===== src/rtl/motor_pwm_driver_pkg.sv =====
// motor_pwm_driver_pkg: shared FSM states, speed width and default timing constants.
package motor_pwm_driver_pkg;
  localparam int SPD_W            = 14;
  localparam int PWM_PERIOD_DEF   = 12500;
  localparam int DEAD_PERIODS_DEF = 2;
  typedef enum logic [1:0] {ST_IDLE, ST_RUN, ST_DEAD} state_t;
endpackage


===== src/rtl/pwm_channel.sv =====
// pwm_channel: one H-bridge channel -- boundary-sampled shadows, IDLE/RUN/DEAD FSM,
// dead-time period counting and registered, mutually exclusive bridge outputs.
module pwm_channel
  import motor_pwm_driver_pkg::*;
#(
  parameter int DEAD_PERIODS = DEAD_PERIODS_DEF
) (
  input  logic             clk,
  input  logic             rst_n,
  input  logic             i_en,
  input  logic             i_last,
  input  logic [SPD_W-1:0] i_cnt,
  input  logic [SPD_W-1:0] i_speed,
  input  logic             i_dir,
  output logic             o_in1,
  output logic             o_in2
);
  state_t           r_state, w_next;
  logic [SPD_W-1:0] r_spd;
  logic             r_dir;
  logic [7:0]       r_dcnt;
  logic             w_dead_done, w_pwm, w_in1, w_in2;

  assign w_dead_done = r_dcnt == 8'(DEAD_PERIODS - 1);
  // cnt never reaches PWM_PERIOD, so comparing against the raw shadow equals min(speed, PWM_PERIOD)
  assign w_pwm       = i_cnt < r_spd;

  always_ff @(posedge clk or negedge rst_n)
    if (!rst_n) r_state <= ST_IDLE;
    else        r_state <= w_next;

  always_comb begin
    w_next = r_state;
    if (i_last)
      case (r_state)
        ST_IDLE: w_next = i_speed != '0 ? ST_RUN : ST_IDLE;
        ST_RUN:  w_next = i_speed == '0 ? ST_IDLE : (i_dir != r_dir ? ST_DEAD : ST_RUN);
        ST_DEAD: w_next = !w_dead_done ? ST_DEAD : (i_speed == '0 ? ST_IDLE : ST_RUN);
        default: w_next = ST_IDLE;
      endcase
  end

  // in RUN the shadow dir always equals the active dir, any mismatch having already forced DEAD
  always_comb begin
    w_in1 = i_en && r_state == ST_RUN && r_dir && w_pwm;
    w_in2 = i_en && r_state == ST_RUN && !r_dir && w_pwm;
  end

  always_ff @(posedge clk or negedge rst_n)
    if (!rst_n) begin
      r_spd  <= '0;
      r_dir  <= 1'b1;
      r_dcnt <= '0;
    end else if (i_last) begin
      r_spd  <= i_speed;
      r_dir  <= i_dir;
      r_dcnt <= r_state == ST_DEAD ? r_dcnt + 8'd1 : 8'd0;
    end

  always_ff @(posedge clk or negedge rst_n)
    if (!rst_n) begin
      o_in1 <= 1'b0;
      o_in2 <= 1'b0;
    end else begin
      o_in1 <= w_in1;
      o_in2 <= w_in2;
    end
endmodule


===== src/rtl/motor_pwm_driver.sv =====
// motor_pwm_driver: dual-channel H-bridge PWM driver with a shared period counter
// and a synchronised node-edge counter.
module motor_pwm_driver
  import motor_pwm_driver_pkg::*;
#(
  parameter int PWM_PERIOD   = PWM_PERIOD_DEF,
  parameter int DEAD_PERIODS = DEAD_PERIODS_DEF
) (
  input  logic             clk_50M,
  input  logic             rst,
  input  logic             enable,
  input  logic [SPD_W-1:0] speed_l,
  input  logic [SPD_W-1:0] speed_r,
  input  logic             dir_l,
  input  logic             dir_r,
  input  logic             node,
  output logic             l_in1,
  output logic             l_in2,
  output logic             r_in1,
  output logic             r_in2,
  output logic [7:0]       node_count,
  output logic             period_start
);
  logic [SPD_W-1:0] r_cnt;
  logic             r_s1, r_s2, r_s3;
  logic             w_last;

  assign w_last       = r_cnt == SPD_W'(PWM_PERIOD - 1);
  assign period_start = rst && r_cnt == '0;

  always_ff @(posedge clk_50M or negedge rst)
    if (!rst) r_cnt <= '0;
    else      r_cnt <= w_last ? '0 : r_cnt + 14'd1;

  // r_s1/r_s2 synchronise node; r_s3 holds the previous synchronised level for edge detection
  always_ff @(posedge clk_50M or negedge rst)
    if (!rst) begin
      r_s1       <= 1'b0;
      r_s2       <= 1'b0;
      r_s3       <= 1'b0;
      node_count <= '0;
    end else begin
      r_s1 <= node;
      r_s2 <= r_s1;
      r_s3 <= r_s2;
      if (r_s2 && !r_s3) node_count <= node_count + 8'd1;
    end

  pwm_channel #(.DEAD_PERIODS(DEAD_PERIODS)) u_l (
    .clk(clk_50M), .rst_n(rst), .i_en(enable), .i_last(w_last), .i_cnt(r_cnt),
    .i_speed(speed_l), .i_dir(dir_l), .o_in1(l_in1), .o_in2(l_in2)
  );

  pwm_channel #(.DEAD_PERIODS(DEAD_PERIODS)) u_r (
    .clk(clk_50M), .rst_n(rst), .i_en(enable), .i_last(w_last), .i_cnt(r_cnt),
    .i_speed(speed_r), .i_dir(dir_r), .o_in1(r_in1), .o_in2(r_in2)
  );
endmodule


===== config.mk =====
export PLATFORM = sky130hd
export DESIGN_NAME = motor_pwm_driver
export DESIGN_NICKNAME = d
export VERILOG_FILES = /design/src/rtl/motor_pwm_driver_pkg.sv /design/src/rtl/pwm_channel.sv /design/src/rtl/motor_pwm_driver.sv
export SDC_FILE = /design/constraint.sdc
export NUM_CORES = 1
export LEC_CHECK = 0
export CORE_ASPECT_RATIO = 0.8
export CORE_UTILIZATION = 60
export DETAILED_ROUTE_END_ITERATION = 6
export MAX_ROUTING_LAYER = met4
export PLACE_DENSITY = 0.85
export SYNTH_ARGS = -nofsm -noshare
export SYNTH_HDL_FRONTEND = slang
export SYNTH_SLANG_ARGS = --single-unit

===== constraint.sdc =====
create_clock -name clk_50M -period 4 [get_ports clk_50M]
set_input_delay 0.6 -clock clk_50M [delete_from_list [all_inputs] [get_ports clk_50M]]
set_output_delay 0.6 -clock clk_50M [all_outputs]
set_load 0.01 [all_outputs]

Yosys cells after proc, flatten, opt, wreduce, memory -nomap -nowiden
Cells that the tools add are included.

Add/subtract/negate cells: 4. Magnitude comparators: 2. Eq/ne operators: 9. Reductions and logical operators: 22. Mux-type cells: 15.

Operators with widths (count): $logic_not 14->1 (3); $lt 14x14->1 (2); $reduce_bool 14->1 (2); $add 8x1->8 const B (3); $eq 8x1->1 const B (2); $mux 8 (2); $add 14x1->14 const B (1); $eq 14x14->1 const B (1); $mux 14 (1); $logic_and 1x1->1 (12); $mux 2 (6); $pmux 2 s3 (2); $eq 2x1->1 const B (2); $eq 2x2->1 const B (2); $logic_not 2->1 (2); $mux 1 (4); $logic_not 1->1 (3); $ne 1x1->1 (2).

Bits in registers: 79. Output and inout bits: 13. Bits of input ports: 34. Logic and storage cells: 69.

Depth between registers and ports, before layout
Depth in word-level cells: 4. Gate-level depth with buffers: 7. Gate-level depth less buffers: 6.

By module
A second synthesis with hierarchy kept.

Cell total of the unflattened synthesis: 416. Area total of the unflattened synthesis: 4152.7 um^2.

By module, submodules not included: pwm_channel (sequential area each 676.9 um^2, area an instance 1514.0 um^2, times used 2, cells each 160); motor_pwm_driver (sequential area each 625.6 um^2, area an instance 1124.8 um^2, times used 1, cells each 96).

Worst setup path after synthesis
OpenSTA, ideal clock, no wires.

Path kind: flip-flop to flip-flop. From: reg r_cnt[1]. To: reg u_r.r_dcnt[6]. Library setup time: 0.069 ns. Cell stages (with the launch flop): 7. Data arrival time: 1.641 ns. Buffers on the path: 1. Data required time: 3.931 ns. Setup slack: 2.290 ns. Clock period less this slack: 1.710 ns. Cell sequence: dfrtp_1 ha_1 and4_1 nand4_1 buf_2 or4_1 nand3_1.

Word-level cells in the longest chain between the ends: 1.

Ends and longest elaborated chain: from (decl) (RTL line motor_pwm_driver.sv:24) `logic [SPD_W-1:0] r_cnt;`; from (signal assigned) (RTL line motor_pwm_driver.sv:33) `else r_cnt <= w_last ? '0 : r_cnt + 14'd1;`; $eq 14x14->1 (RTL line motor_pwm_driver.sv:28) `assign w_last = r_cnt == SPD_W'(PWM_PERIOD - 1);`; to (signal assigned) (RTL line pwm_channel.sv:57) `r_dcnt <= r_state == ST_DEAD ? r_dcnt + 8'd1 : 8'd0;`; to (decl) (RTL line pwm_channel.sv:21) `logic [7:0] r_dcnt;`.

Every way passes these cells. A chain may end at the register's enable or synchronous reset.

Final worst setup path
From: reg r_cnt[0]. To: out period_start.

Word-level cells in the longest chain between the ends: 2.

Ends and longest elaborated chain: $logic_not 14->1 (RTL line motor_pwm_driver.sv:29) `assign period_start = rst && r_cnt == '0;`; $logic_and 1x1->1 (RTL line motor_pwm_driver.sv:29); to (decl) (RTL line motor_pwm_driver.sv:22) `output logic period_start`.

Every way passes these cells.

==> flow_summary.toml <==
[outcome]
status = "complete, no violations"

[finish]
fill_cells = 456
final_cell_mix = "77 x dfrtp_1, 56 x nand2_1, 51 x o21ai_0"
finalNonFillerCells = 571
final_nets = 549
drive_gt1_share_pct = 5.13
mostFrequentLayoutCell = "dfrtp_1"
diodes = 0
syn_to_final_growth_pct = 18.7

[global_route]
grt_pass1_wl_um = 14800
grt_overflow_total = 0
grt_usage_pct = 27.4
grt_max_degree = 80
antenna_found_initial = 0
grt_pass1_vias = 3095

[sta]
rsz0062_at_grt = "false"
hold_viol_final = 0
min_period_over_period_pct = 64.2
fin_skew_ns = 0.00871
slew_viol_final = 0
fin_setup_tns_ns = 0
worst_pin_slew_ns = 1.03
min_period_ns = 2.57
setup_viol = 0
fin_ws_ns = 1.43
relSlewSlack_pct = 31.3
fmax_ghz = 0.390

[clocking]
clk_pin_slew_ns = 0.08
cts_max_level = 3
cts_setup_buffers = 0
root_buffer = "clkbuf_8"
clock-sinks = 79
cts-resized-gates = 0
ctsHoldBuffers = 0
cts_tree = "built"
clock_latency_ns = 0.36
numCtsBuffers = 9
max-clock-path-buffers = 2

[floorplanning]
start_util_pct = 63.4
std_cell_rows = 26
die-height_um = 76.3
ios = 47
dieArea_um2 = 7240
core-area_um2 = 6540
die_x_um = 94.9

[placement]
pre_cts_slack_ns = 1.55
place_inst = 555
portBuffers = 46
gp_congestion = 0.851
dp_hpwl_um = 6050

[synth]
synthSimpleGateAreaFrac_pct = 21.9
synth_top_family_by_area = "simple AND/OR/NAND/NOR gates"
yosys_warnings = 0
yosysTopAreaCellShare_pct = 46.5
synth_fa_ha_area_share_pct = 9.97
synth_nets = 502
synth_area_per_cell_um2 = 9.52
synth_area_leader_cell = "dfrtp_1"
ys_types = 39
syn_inst = 435
synthTopCellsByArea = "dfrtp_1 47%, ha_1 10%, o21ai_0 6.2%"
yosysSeqAreaShare_pct = 47.8
synth.area.mux_share_pct = 0.513
ys_ff_latch = 79
synthXorXnorAreaFrac_pct = 4.23
syn-cell-area_um2 = 4140
synth_compound_area_share_pct = 11.5

[setup_path]
timing.rr.start = "r_cnt[0]"
critPathArrivalTime_ns = 1.97
slowest_delay_ns = 0.53
crit_path_end = "period_start"
cp-startpoint = "r_cnt[0]"
cp_max_fo = 7
r2r_slack_ns = 1.52
worstSetupEndpointType = "output port"
critPathBufInv = 2
cp.depth = 6
reg2reg_depth = 5
path_delay_family = "buffers and inverters"
crit_slowest_cell = "clkdlybuf4s50_1"
path_cells = "inv_1 > ha_1 > nand3_1 > nor4_1 > and3_1 > clkdlybuf4s50_1"
crit_required_ns = 3.40
crit_type = "reg -> out"
timing.rr.end = "u_l.r_dcnt[7]"
crit_path_start_kind = "flip-flop"

[route]
route.vias.total = 3321
drc_errors = 0
drt-total-wl_um = 8700
ant_nets = 0
firstDrtPassIters = 5
viasPerCell = 5.82
avgRoutedWirePerCell_um = 15.2
drt_first_iter_violations = 265

[min_path]
hold_start = "r_s1"
hold_class = "reg -> reg"

[flow_run]
max-cap-violations = 0

[pwr]
vdd_drop_max_mv = 0.244
p_per_area_nw_per_um2 = 356
cellLeakagePower_nw = 2.31
[where the power goes]
group          internal [mW]  switching [mW]
registers              0.827          0.0322
clock network          0.416           0.304
logic                  0.103          0.0687
total                   1.35           0.405
[Yosys cell counts]
cell type	count
xnor2_1	12
a41o_1	2
mux2i_1	1
a2bb2oi_1	1
buf_2	6
or3_1	2
clkbuf_1	7
and3_1	7
a21oi_1	18
o21ai_0	51
nor4_4	1
ha_1	33
mux2_2	1
nor3_1	5
inv_1	31
a22o_1	1
nor4b_1	2
and4_1	7
and2_1	4
a31oi_1	2
nor2b_1	3
dfstp_2	2
nor2_1	23
a211oi_1	1
nor4bb_1	1
nand4bb_1	1
nand4_1	16
nand2_1	56
nor4_1	8
xor2_1	8
nand4b_1	4
nand3_1	24
o31ai_1	2
dfrtp_1	77
nand2b_1	4
a21o_1	5
a32o_1	2
or4_1	3
and4b_1	1
[stage by stage]
| stage | hold slack [ns] | util, % | power [mW] | instance area [um^2] |
|---|---|---|---|---|
| finish | 0.358 | 75.2 | 1.75 | 4920 |
| floorplan | 0.304 | - | 0.927 | 4140 |
| detailed placement | 0.341 | 71.5 | 1.05 | 4670 |
| global placement | 0.339 | 71.5 | 1.04 | 4670 |
| global route | 0.363 | 75.2 | 1.83 | 4920 |
| CTS | 0.361 | 75.2 | 1.77 | 4920 |
[logic make-up (layout without fill, tap and decap cells)]
logic type                 Yosys count  count (layout)
and+or+nand+nor                    172             172
AOI/OAI and AO/OA                   85              85
DFF                                 79              79
buffers and inverters               44              96
adders and majority gates           33              33
xor gates and xnor gates            20              20
muxes                                2               2
[cell type report]
type / instances / area [um^2] / share of cell area, %
Multi-Input combinational cell: 312 / 1990 / 40.5
Sequential cell: 79 / 1980 / 40.3
Timing Repair Buffer: 49 / 480 / 9.77
Clock buffer: 9 / 124 / 2.52
Clock inverter: 7 / 120 / 2.44
Inverter: 31 / 116 / 2.37
Tap cell: 84 / 105 / 2.14
[flip-flops by register name (all words and copies together), names as in the netlist]
name,flops
u_l.r_dcnt,8
r_s1,1
r_cnt,14
r_s2,1
u_r.r_dir,1
u_l.r_spd,14
u_l.o_in2,1
r_s3,1
u_r.o_in2,1
u_l.o_in1,1
u_r.r_state,2
u_r.r_spd,14
u_r.r_dcnt,8
u_r.o_in1,1
u_l.r_dir,1
node_count,8
u_l.r_state,2
[routing by layer]
metal / global-route usage [%] / wire length [um] / vias to the layer above
li1: - / - / 1638
met1: 38.8 / 4170 / 1561
met2: 39.1 / 3900 / 114
met3: 7.78 / 566 / 8
met4: 6.36 / 71 / 0
met5: - / 0 / -
[worst reg2reg max path: stages, from the launching register on]
cell and delay [ns]:
dfrtp_1 0.45, ha_1 0.26, and4_1 0.23, and4_2 0.95, nand2_1 0.23, o31ai_1 0.28
[worst min-delay path by stage]
stage	end	slack, ns	depth (start not counted)
floorplan	node_count[0]	0.30	0
global placement	r_s2	0.34	0
detailed placement	r_s2	0.34	0
CTS	r_s2	0.36	0
global route	r_s2	0.36	0
finish	r_s2	0.36	0
Power figures use the tool's default switching activity.
